===== src/rtl/ones_count_accumulator_pkg.sv =====
// Shared definitions for the ones-count accumulator: frame state encoding,
// popcount sample width and the sample-index width helper.
package ones_count_accumulator_pkg;

    // Each sample is the {y1,y0} output of a 3-input ones counter.
    localparam int POP_W = 2;

    typedef enum logic {
        ACCUM = 1'b0,
        HOLD  = 1'b1
    } state_e;

    // The index must reach FRAME_LEN itself, not just FRAME_LEN-1.
    function automatic int cnt_width(input int frame_len);
        return $clog2(frame_len + 1);
    endfunction

endpackage


===== src/rtl/ones_count_accumulator_if.sv =====
// Sample-in / result-out handshake bundle of the ones-count accumulator.
// The master modport is the producer/consumer side and the slave modport is the accumulator.
interface ones_count_accumulator_if
    import ones_count_accumulator_pkg::*;
#(
    parameter int ACC_W = 8
) ();

    logic             in_valid;
    logic             in_ready;
    logic [POP_W-1:0] in_count;
    logic             sum_valid;
    logic             sum_ready;
    logic [ACC_W-1:0] sum_out;
    logic             ovf;

    modport master (
        output in_valid,
        output in_count,
        output sum_ready,
        input  in_ready,
        input  sum_valid,
        input  sum_out,
        input  ovf
    );

    modport slave (
        input  in_valid,
        input  in_count,
        input  sum_ready,
        output in_ready,
        output sum_valid,
        output sum_out,
        output ovf
    );

endinterface


===== src/rtl/ones_count_accumulator_frame_counter.sv =====
// Sample-index counter for one frame: increments on each accepted sample,
// clears on frame restart, and flags the last sample position.
module ones_count_accumulator_frame_counter
    import ones_count_accumulator_pkg::*;
#(
    parameter int FRAME_LEN = 16,
    localparam int CNT_W    = cnt_width(FRAME_LEN)
) (
    input  logic clk,
    input  logic rst,
    input  logic inc_i,
    input  logic clr_i,
    output logic last_o
);

    logic [CNT_W-1:0] idx_q;
    logic [CNT_W-1:0] idx_d;

    // NOTE: every combinational output gets a default first so no path can infer a latch.
    always_comb begin
        idx_d = idx_q;
        if (clr_i) begin
            idx_d = '0;
        end else if (inc_i) begin
            idx_d = idx_q + CNT_W'(1);
        end
    end

    // NOTE: sequential state uses non-blocking assignments only, so every register samples pre-edge values.
    always_ff @(posedge clk or posedge rst) begin
        if (rst) begin
            idx_q <= '0;
        end else begin
            idx_q <= idx_d;
        end
    end

    assign last_o = (idx_q == CNT_W'(FRAME_LEN - 1));

endmodule


===== src/rtl/ones_count_accumulator.sv =====
// Sums FRAME_LEN 2-bit ones counts per frame and hands the total over with valid/ready.
// Define ACC_SATURATE_EN to clamp the total at 2^ACC_W-1 on overflow instead of wrapping.
module ones_count_accumulator
    import ones_count_accumulator_pkg::*;
#(
    parameter int FRAME_LEN = 16,
    parameter int ACC_W     = 8
) (
    input  logic                      clk,
    input  logic                      rst,
    input  logic                      clear,
    ones_count_accumulator_if.slave   bus
);

    state_e           state_q;
    state_e           state_d;
    logic [ACC_W-1:0] acc_q;
    logic [ACC_W-1:0] acc_d;
    logic             ovf_q;
    logic             ovf_d;

    logic             accept;
    logic             deliver;
    logic             frame_last;
    logic [ACC_W:0]   sum_wide;
    logic             carry;
    logic [ACC_W-1:0] acc_next;

    assign accept  = bus.in_valid && (state_q == ACCUM);
    assign deliver = bus.sum_ready && (state_q == HOLD);

    // One extra bit so the carry out of the add is the overflow indication.
    assign sum_wide = {1'b0, acc_q} + (ACC_W + 1)'(bus.in_count);
    assign carry    = sum_wide[ACC_W];

`ifdef ACC_SATURATE_EN
    assign acc_next = carry ? {ACC_W{1'b1}} : sum_wide[ACC_W-1:0];
`else
    assign acc_next = sum_wide[ACC_W-1:0];
`endif

    ones_count_accumulator_frame_counter #(
        .FRAME_LEN (FRAME_LEN)
    ) u_frame_counter (
        .clk    (clk),
        .rst    (rst),
        .inc_i  (accept),
        .clr_i  (clear || deliver),
        .last_o (frame_last)
    );

    always_comb begin
        state_d = state_q;
        acc_d   = acc_q;
        ovf_d   = ovf_q;
        if (clear) begin
            state_d = ACCUM;
            acc_d   = '0;
            ovf_d   = 1'b0;
        end else begin
            case (state_q)
                ACCUM: begin
                    if (accept) begin
                        acc_d = acc_next;
                        ovf_d = ovf_q || carry;
                        if (frame_last) begin
                            state_d = HOLD;
                        end
                    end
                end
                HOLD: begin
                    if (bus.sum_ready) begin
                        state_d = ACCUM;
                        acc_d   = '0;
                        ovf_d   = 1'b0;
                    end
                end
                default: begin
                    state_d = ACCUM;
                end
            endcase
        end
    end

    always_ff @(posedge clk or posedge rst) begin
        if (rst) begin
            state_q <= ACCUM;
            acc_q   <= '0;
            ovf_q   <= 1'b0;
        end else begin
            state_q <= state_d;
            acc_q   <= acc_d;
            ovf_q   <= ovf_d;
        end
    end

    assign bus.in_ready  = (state_q == ACCUM);
    assign bus.sum_valid = (state_q == HOLD);
    assign bus.sum_out   = acc_q;
    assign bus.ovf       = ovf_q;

    // A held result must not move until the consumer takes it.
    a_hold_stable: assert property (
        @(posedge clk) disable iff (rst)
        (state_q == HOLD && !bus.sum_ready && !clear)
            |=> (state_q == HOLD && $stable(acc_q) && $stable(ovf_q))
    );

    a_last_ends_frame: assert property (
        @(posedge clk) disable iff (rst)
        (accept && frame_last && !clear) |=> (state_q == HOLD)
    );

    a_ready_valid_exclusive: assert property (
        @(posedge clk) disable iff (rst)
        (bus.in_ready != bus.sum_valid)
    );

endmodule

===== src/flat_wrapper.sv =====
// flat-port wrapper written by rule: the top's interface ports become plain ports
module ones_count_accumulator_flat import ones_count_accumulator_pkg::*;
#(
    parameter int FRAME_LEN = 16,
    parameter int ACC_W     = 8
)
  (clk, rst, clear, bus_in_valid, bus_in_count, bus_sum_ready, bus_in_ready, bus_sum_valid, bus_sum_out, bus_ovf);
  ones_count_accumulator_if #(.ACC_W(ACC_W)) bus_i ();
  input  logic clk;
  input  logic rst;
  input  logic clear;
  input wire logic [$bits(bus_i.in_valid)-1:0] bus_in_valid;
  input wire logic [$bits(bus_i.in_count)-1:0] bus_in_count;
  input wire logic [$bits(bus_i.sum_ready)-1:0] bus_sum_ready;
  output wire logic [$bits(bus_i.in_ready)-1:0] bus_in_ready;
  output wire logic [$bits(bus_i.sum_valid)-1:0] bus_sum_valid;
  output wire logic [$bits(bus_i.sum_out)-1:0] bus_sum_out;
  output wire logic [$bits(bus_i.ovf)-1:0] bus_ovf;
  assign bus_i.in_valid = bus_in_valid;
  assign bus_i.in_count = bus_in_count;
  assign bus_i.sum_ready = bus_sum_ready;
  assign bus_in_ready = bus_i.in_ready;
  assign bus_sum_valid = bus_i.sum_valid;
  assign bus_sum_out = bus_i.sum_out;
  assign bus_ovf = bus_i.ovf;
  ones_count_accumulator #(.FRAME_LEN(FRAME_LEN), .ACC_W(ACC_W)) u_core (.clk(clk), .rst(rst), .clear(clear), .bus(bus_i));
endmodule

===== config.mk =====
export PLATFORM = sky130hd
export DESIGN_NAME = ones_count_accumulator_flat
export DESIGN_NICKNAME = d
export VERILOG_FILES = /design/src/rtl/ones_count_accumulator_pkg.sv /design/src/rtl/ones_count_accumulator_if.sv /design/src/rtl/ones_count_accumulator_frame_counter.sv /design/src/rtl/ones_count_accumulator.sv /design/src/flat_wrapper.sv
export SDC_FILE = /design/constraint.sdc
export NUM_CORES = 1
export LEC_CHECK = 0
export BUFFER_PORTS_ARGS = -buffer_cell sky130_fd_sc_hd__buf_2
export CAP_MARGIN = 20
export CORE_MARGIN = 2
export CORE_UTILIZATION = 45
export DETAILED_ROUTE_END_ITERATION = 7
export HOLD_SLACK_MARGIN = 0.1
export PLACE_DENSITY = 0.72
export RECOVER_POWER = 25
export SLEW_MARGIN = 40
export SYNTH_ARGS = -nofsm -noshare
export SYNTH_HDL_FRONTEND = slang
export SYNTH_SLANG_ARGS = --single-unit
export TNS_END_PERCENT = 5

===== constraint.sdc =====
create_clock -name clk -period 1.62 [get_ports clk]
set_input_delay 0.324 -clock clk [delete_from_list [all_inputs] [get_ports clk]]
set_output_delay 0.324 -clock clk [all_outputs]
set_load 0.005 [all_outputs]

# [Yosys cells after proc, flatten, opt, wreduce, memory -nomap -nowiden]
# Cells that the tools add are included.
[totals] register_bits=15 output_inout_bits=11 wordCells=31
[op_classes] n_addsub=2 eq_ne=3 muxes=15 n_bitwise=1 n_reduce_logical=6
[op_table] cell="8-bit two-way mux" n=3
[op_table] cell="8-bit case mux with 2 select lines" n=1
[op_table] cell="5-bit two-way mux" n=2
[op_table] cell="8-bit by 2-bit adder with 9-bit output" n=1
[op_table] cell="1-bit two-way mux" n=7
[op_table] cell="5-bit by 1-bit adder with 5-bit output (second input constant)" n=1
[op_table] cell="5-bit by 4-bit == test with 1-bit output (second input constant)" n=1
[op_table] cell="1-bit case mux with 2 select lines" n=2
[op_table] cell="3-bit by 2-bit != test with 1-bit output (second input constant)" n=1
[op_table] cell="3-bit != test (second input constant)" n=1
[op_table] cell="1-bit logical AND" n=2
[op_table] cell="1-bit logical OR" n=2
[op_table] cell="2-bit AND reduction" n=1
[op_table] cell="2-bit nonzero test" n=1
[op_table] cell="1-bit inverter" n=1

# [Depth between registers and ports, before layout]
[depth] word_depth=5 ltp_mapped=6 ltp_nobuf=6

# [By module]
# From an unflattened synthesis, not the netlist that was laid out.
[unflattened] cells_unflattened=91 area_unflattened_um2=919.6
[by_module_without_submodules] mod="ones_count_accumulator" n_inst=1 cells_each=67 area_per_inst_um2=636.9 seq_area_each_um2=250.2
[by_module_without_submodules] mod="ones_count_accumulator_frame_counter" n_inst=1 cells_each=24 area_per_inst_um2=282.8 seq_area_each_um2=125.1

# [Worst setup path after synthesis]
# OpenSTA, ideal clock, no wires.
[synth_path] path_type="flip-flop to flip-flop" start="register u_core.acc_q[0] (netlist: u_core.bus.sum_out[0])" end="register u_core.ovf_q (netlist: u_core.bus.ovf)" t_arrival_ps=1408 slack_ps=92 stages_incl_launch_ff=6 path_cell_list="dfrtp_1 > ha_1 > fa_1 > and3_2 > a31oi_1 > nor2_1"
[synth_via] elab_chain_cells=5
[synth_lines] item="start: declaration" line_no="ones_count_accumulator.sv:17" rtl="logic [ACC_W-1:0] acc_q;"
[synth_lines] item="start signal: assignment" line_no="ones_count_accumulator.sv:88" rtl="acc_q <= '0;"
[synth_lines] item="start signal: assignment" line_no="ones_count_accumulator.sv:92" rtl="acc_q <= acc_d;"
[synth_lines] item="8-bit by 2-bit adder with 9-bit output" line_no="ones_count_accumulator.sv:33" rtl="assign sum_wide = {1'b0, acc_q} + (ACC_W + 1)'(bus.in_count);"
[synth_lines] item="1-bit logical OR" line_no="ones_count_accumulator.sv:65" rtl="ovf_d = ovf_q || carry;"
[synth_lines] item="1-bit two-way mux" line_no="ones_count_accumulator.sv:63" rtl="if (accept) begin"
[synth_lines] item="1-bit case mux with 2 select lines" line_no="ones_count_accumulator.sv:61" rtl="case (state_q)"
[synth_lines] item="1-bit two-way mux" line_no="ones_count_accumulator.sv:56" rtl="if (clear) begin"
[synth_lines] item="end signal: assignment" line_no="ones_count_accumulator.sv:93" rtl="ovf_q <= ovf_d;"
[synth_lines] item="end: declaration" line_no="ones_count_accumulator.sv:19" rtl="logic ovf_q;"
# No other way between the ends. The select of a mux whose other input is x is not followed.
# A chain may end at the register's enable or synchronous reset.

# [Worst setup path in the final report]
# Same ends and word-level chain as after synthesis.

==> metrics.md <==
| Metric | Value |
|---|---|
| Status | `finished, final reports clean` |
| Setup crit end kind | `flip-flop` |
| Critical Path Source Type | `flip-flop` |
| Post-synthesis to final-layout area growth | `16.4%` |
| CTS tree | `done` |
| Pins over their slew limit | `0` |
| DRC Markers | `0` |
| Number of standard cells after synthesis | `78` |
| Cell area power density | `just over 700 nW/um2` |
| R2R Setup Slk | `about 0.068 ns` |
| Worst setup startpoint | `u_core.bus.sum_out[0]$_DFFE_PP0P_` |
| Antenna Nets Post-Route | `0` |
| Setup-violating endpoint count in the final report | `0` |
| Maximum number of pins on one net before global-route repair | `16` |
| Fraction of registers with async set/reset | `1.00` |
| Routed vias | `roughly 650` |
| Maximum clock skew at final layout | `around 0.0042 ns` |
| Post-CTS clock slew at the launch and capture registers of the worst setup and hold paths | `0.09 ns` |
| Standard cell core area | `1750 um2` |
| Post-synth cell types | `34` |
| Setup TNS | `0 ns` |
| Final instance area | `978 um2` |
| Endpoints failing hold | `0` |
| Die Span Y | `47.2 um` |
| Number of standard-cell rows in the floorplan | `15` |
| Clock latency on the worst-skew pair | `slightly below 0.3 ns` |
| RR Startpoint | `u_core.bus.sum_out[0]$_DFFE_PP0P_` |
| Number of global-route vias before repair | `574` |
| Worst voltage drop across the vdd grid | `0.521 mV` |
| Avg Synthesized Cell Area | `10.8 um2` |
| Top-level port count | `18` |
| Post-Place Cell Area | `938 um2` |
| Most common cell after layout, fill and taps aside | `sky130_fd_sc_hd__buf_2` |
| Max-cap check violation count | `0` |
| Transition time at the pin with the least slew margin | `0.580 ns` |
| Clock buffer depth | `2` |
| Top library cells by usage in the layout, fill and taps aside | `sky130_fd_sc_hd__buf_2 (17), sky130_fd_sc_hd__dfrtp_1 (15), sky130_fd_sc_hd__nor2_1 (13)` |
| Combined global-route utilization of all metal layers | `0.163` |
| Vias per std cell | `between 5 and 6` |
| Number of storage elements in the synthesis netlist | `15` |
| CTS buffer count | `3` |
| Number of inserted filler cells in the final layout | `~170` |
| Starting DRC count in detailed routing | `8` |
| Final layout net count | `112` |
| Unrepaired setup endpoints after global routing | `false` |
| Max transition margin | `0.613` |
| WL per Instance | `12.8 um` |
| Summed instance area of the synthesized netlist | `841 um2` |
| Final global-route overflow total | `0` |
| Number of synthesized flops with an enable pin | `0` |
| Library cell used as clock root buffer | `sky130_fd_sc_hd__clkbuf_4` |
| Starting Density | `0.482` |
| Min-delay worst type | `input pin to flip-flop` |
| Required @ worst endpoint | `1.80 ns` |
| DIE AREA | `about 2200 um2` |
| Worst Reg2Reg Path Length in Cells | `5` |
| Static leakage | `0.515 nW` |
| Maximum clock frequency | `644 MHz` |
| H-tree lvl count | `1` |
| Final critical delay including setup and external delays | `1.55 ns` |
| Worst reg2reg endpoint | `u_core.bus.ovf$_DFFE_PP0P_` |
| Aggregate routed wire length | `about 1600 um` |
| Worst Setup EP | `u_core.bus.ovf$_DFFE_PP0P_` |
| Count of yosys warnings during synthesis | `0` |
| Sink Count | `15` |
| GP Congestion | `0.769` |
| Crit Path Category | `flip-flop to flip-flop` |
| Chip Width | `between 40 and 50 um` |
| Ratio of final minimum period to clock period | `0.958` |
| Layout cell share with drive strength beyond 1 | `0.303` |
| Global-route wire length before repair | `2500 um` |
| HPWL after detailed placement | `1210 um` |
| Antenna diodes | `0` |
| Synthesized Nets | `90` |
| Critical-path maximum fanout | `4` |
| Total of buffers placed on input and output ports | `17` |
| Number of antenna violations at the first check in global routing | `0` |
| Critical Path AT | `1.73 ns` |
| Primary flip-flop cell chosen by synthesis mapping | `sky130_fd_sc_hd__dfrtp_1` |
| Number of optimization iterations in the first detailed-route pass | `4` |
| Seq/Total Area, Yosys | `0.446` |
[flip-flops by register name, summed over array words and instances (netlist names)]
| signal | count |
|---|---|
| u_core.bus.ovf | 1 |
| u_core.bus.sum_out | 8 |
| u_core.bus.sum_valid | 1 |
| u_core.u_frame_counter.idx_q | 5 |
[logic make-up after synthesis]
logic type                 count (synthesis)  synth area share
AOI/OAI and AO/OA                         17             0.138
xor gates and xnor gates                   7            0.0729
adders and majority gates                  5            0.0833
buffers and inverters                      6            0.0536
DFF                                       15             0.446
muxes                                      1            0.0119
and+or+nand+nor                           27             0.193
[cell usage after synthesis (2+ instances only)]
| master | instances | share of area |
|---|---|---|
| sky130_fd_sc_hd__a21oi_1 | 4 | 0.024 |
| sky130_fd_sc_hd__a22oi_1 | 2 | 0.018 |
| sky130_fd_sc_hd__a31oi_1 | 2 | 0.015 |
| sky130_fd_sc_hd__dfrtp_1 | 15 | 0.45 |
| sky130_fd_sc_hd__ha_1 | 4 | 0.060 |
| sky130_fd_sc_hd__inv_1 | 3 | 0.013 |
| sky130_fd_sc_hd__nand2_1 | 3 | 0.013 |
| sky130_fd_sc_hd__nor2_1 | 13 | 0.058 |
| sky130_fd_sc_hd__o21bai_1 | 2 | 0.018 |
| sky130_fd_sc_hd__xnor2_1 | 3 | 0.031 |
| sky130_fd_sc_hd__xor2_1 | 4 | 0.042 |
[stage by stage]
step | cells | hold WS [ns] | power [W] | utilization | setup slack (ns)
final | 124 | 0.270 | 0.000706 | 0.561 | 0.0681
after global routing | 124 | 0.287 | 0.000744 | 0.561 | 0.0105
after CTS | 124 | 0.272 | 0.000713 | 0.561 | 0.0630
after detailed placement | 119 | 0.404 | 0.000496 | 0.538 | -0.00952
after global placement | 119 | 0.406 | 0.000493 | 0.538 | 0.0384
after floorplan | 78 | 0.225 | 0.000468 | - | 0.0924
[worst min path at each step]
stage	startpoint	to	slack, ns	cells after the start
after CTS	clear	u_core.bus.sum_out[0]$_DFFE_PP0P_	0.27	2
final	clear	u_core.bus.sum_out[0]$_DFFE_PP0P_	0.27	2
after detailed placement	rst	u_core.u_frame_counter.idx_q[1]$_DFFE_PP0P_	0.40	2
after global placement	rst	u_core.u_frame_counter.idx_q[1]$_DFFE_PP0P_	0.41	2
after floorplan	rst	u_core.bus.ovf$_DFFE_PP0P_	0.23	1
after global routing	clear	u_core.bus.sum_out[1]$_DFFE_PP0P_	0.29	2
[routing by layer]
layer  share of wire  vias to the layer above  GRT usage
li1                -                      315          -
met1            0.46                      312      0.232
met3           0.065                        4     0.0423
met5               0                        -          0
met2            0.46                       23      0.235
met4           0.014                        0     0.0667
[critical path: stages (launching register included)]
cell                      delay (ns)
sky130_fd_sc_hd__dfrtp_1        0.40
sky130_fd_sc_hd__ha_1           0.24
sky130_fd_sc_hd__fa_2           0.38
sky130_fd_sc_hd__and3_2         0.21
sky130_fd_sc_hd__a31oi_1        0.16
sky130_fd_sc_hd__nor2_1         0.05
[cell type report]
cell class                 count  area (um2)  area share
inverter                       3        11.3      0.0115
tap                           25        31.3      0.0320
sequential                    15         375       0.384
multi-input combinational     57         423       0.432
clock inverter                 1        5.00     0.00512
timing repair buffer          20         110       0.113
clock buffer                   3        22.5      0.0230
[power breakdown]
part	leakage (nW)	internal [W]	switching [W]
clock	0.0177	0.0000918	0.000124
sequential	0.206	0.000386	0.0000152
combinational	0.292	0.0000404	0.0000483
[repair_timing]
action	4_1_cts	5_1_grt
hold endpoints to repair	15	0
hold buffers	1	0
setup buffers	0	0
endpoints found under the setup margin	1	0
resized for setup	1	0
(Power assumes the default switching activity.)
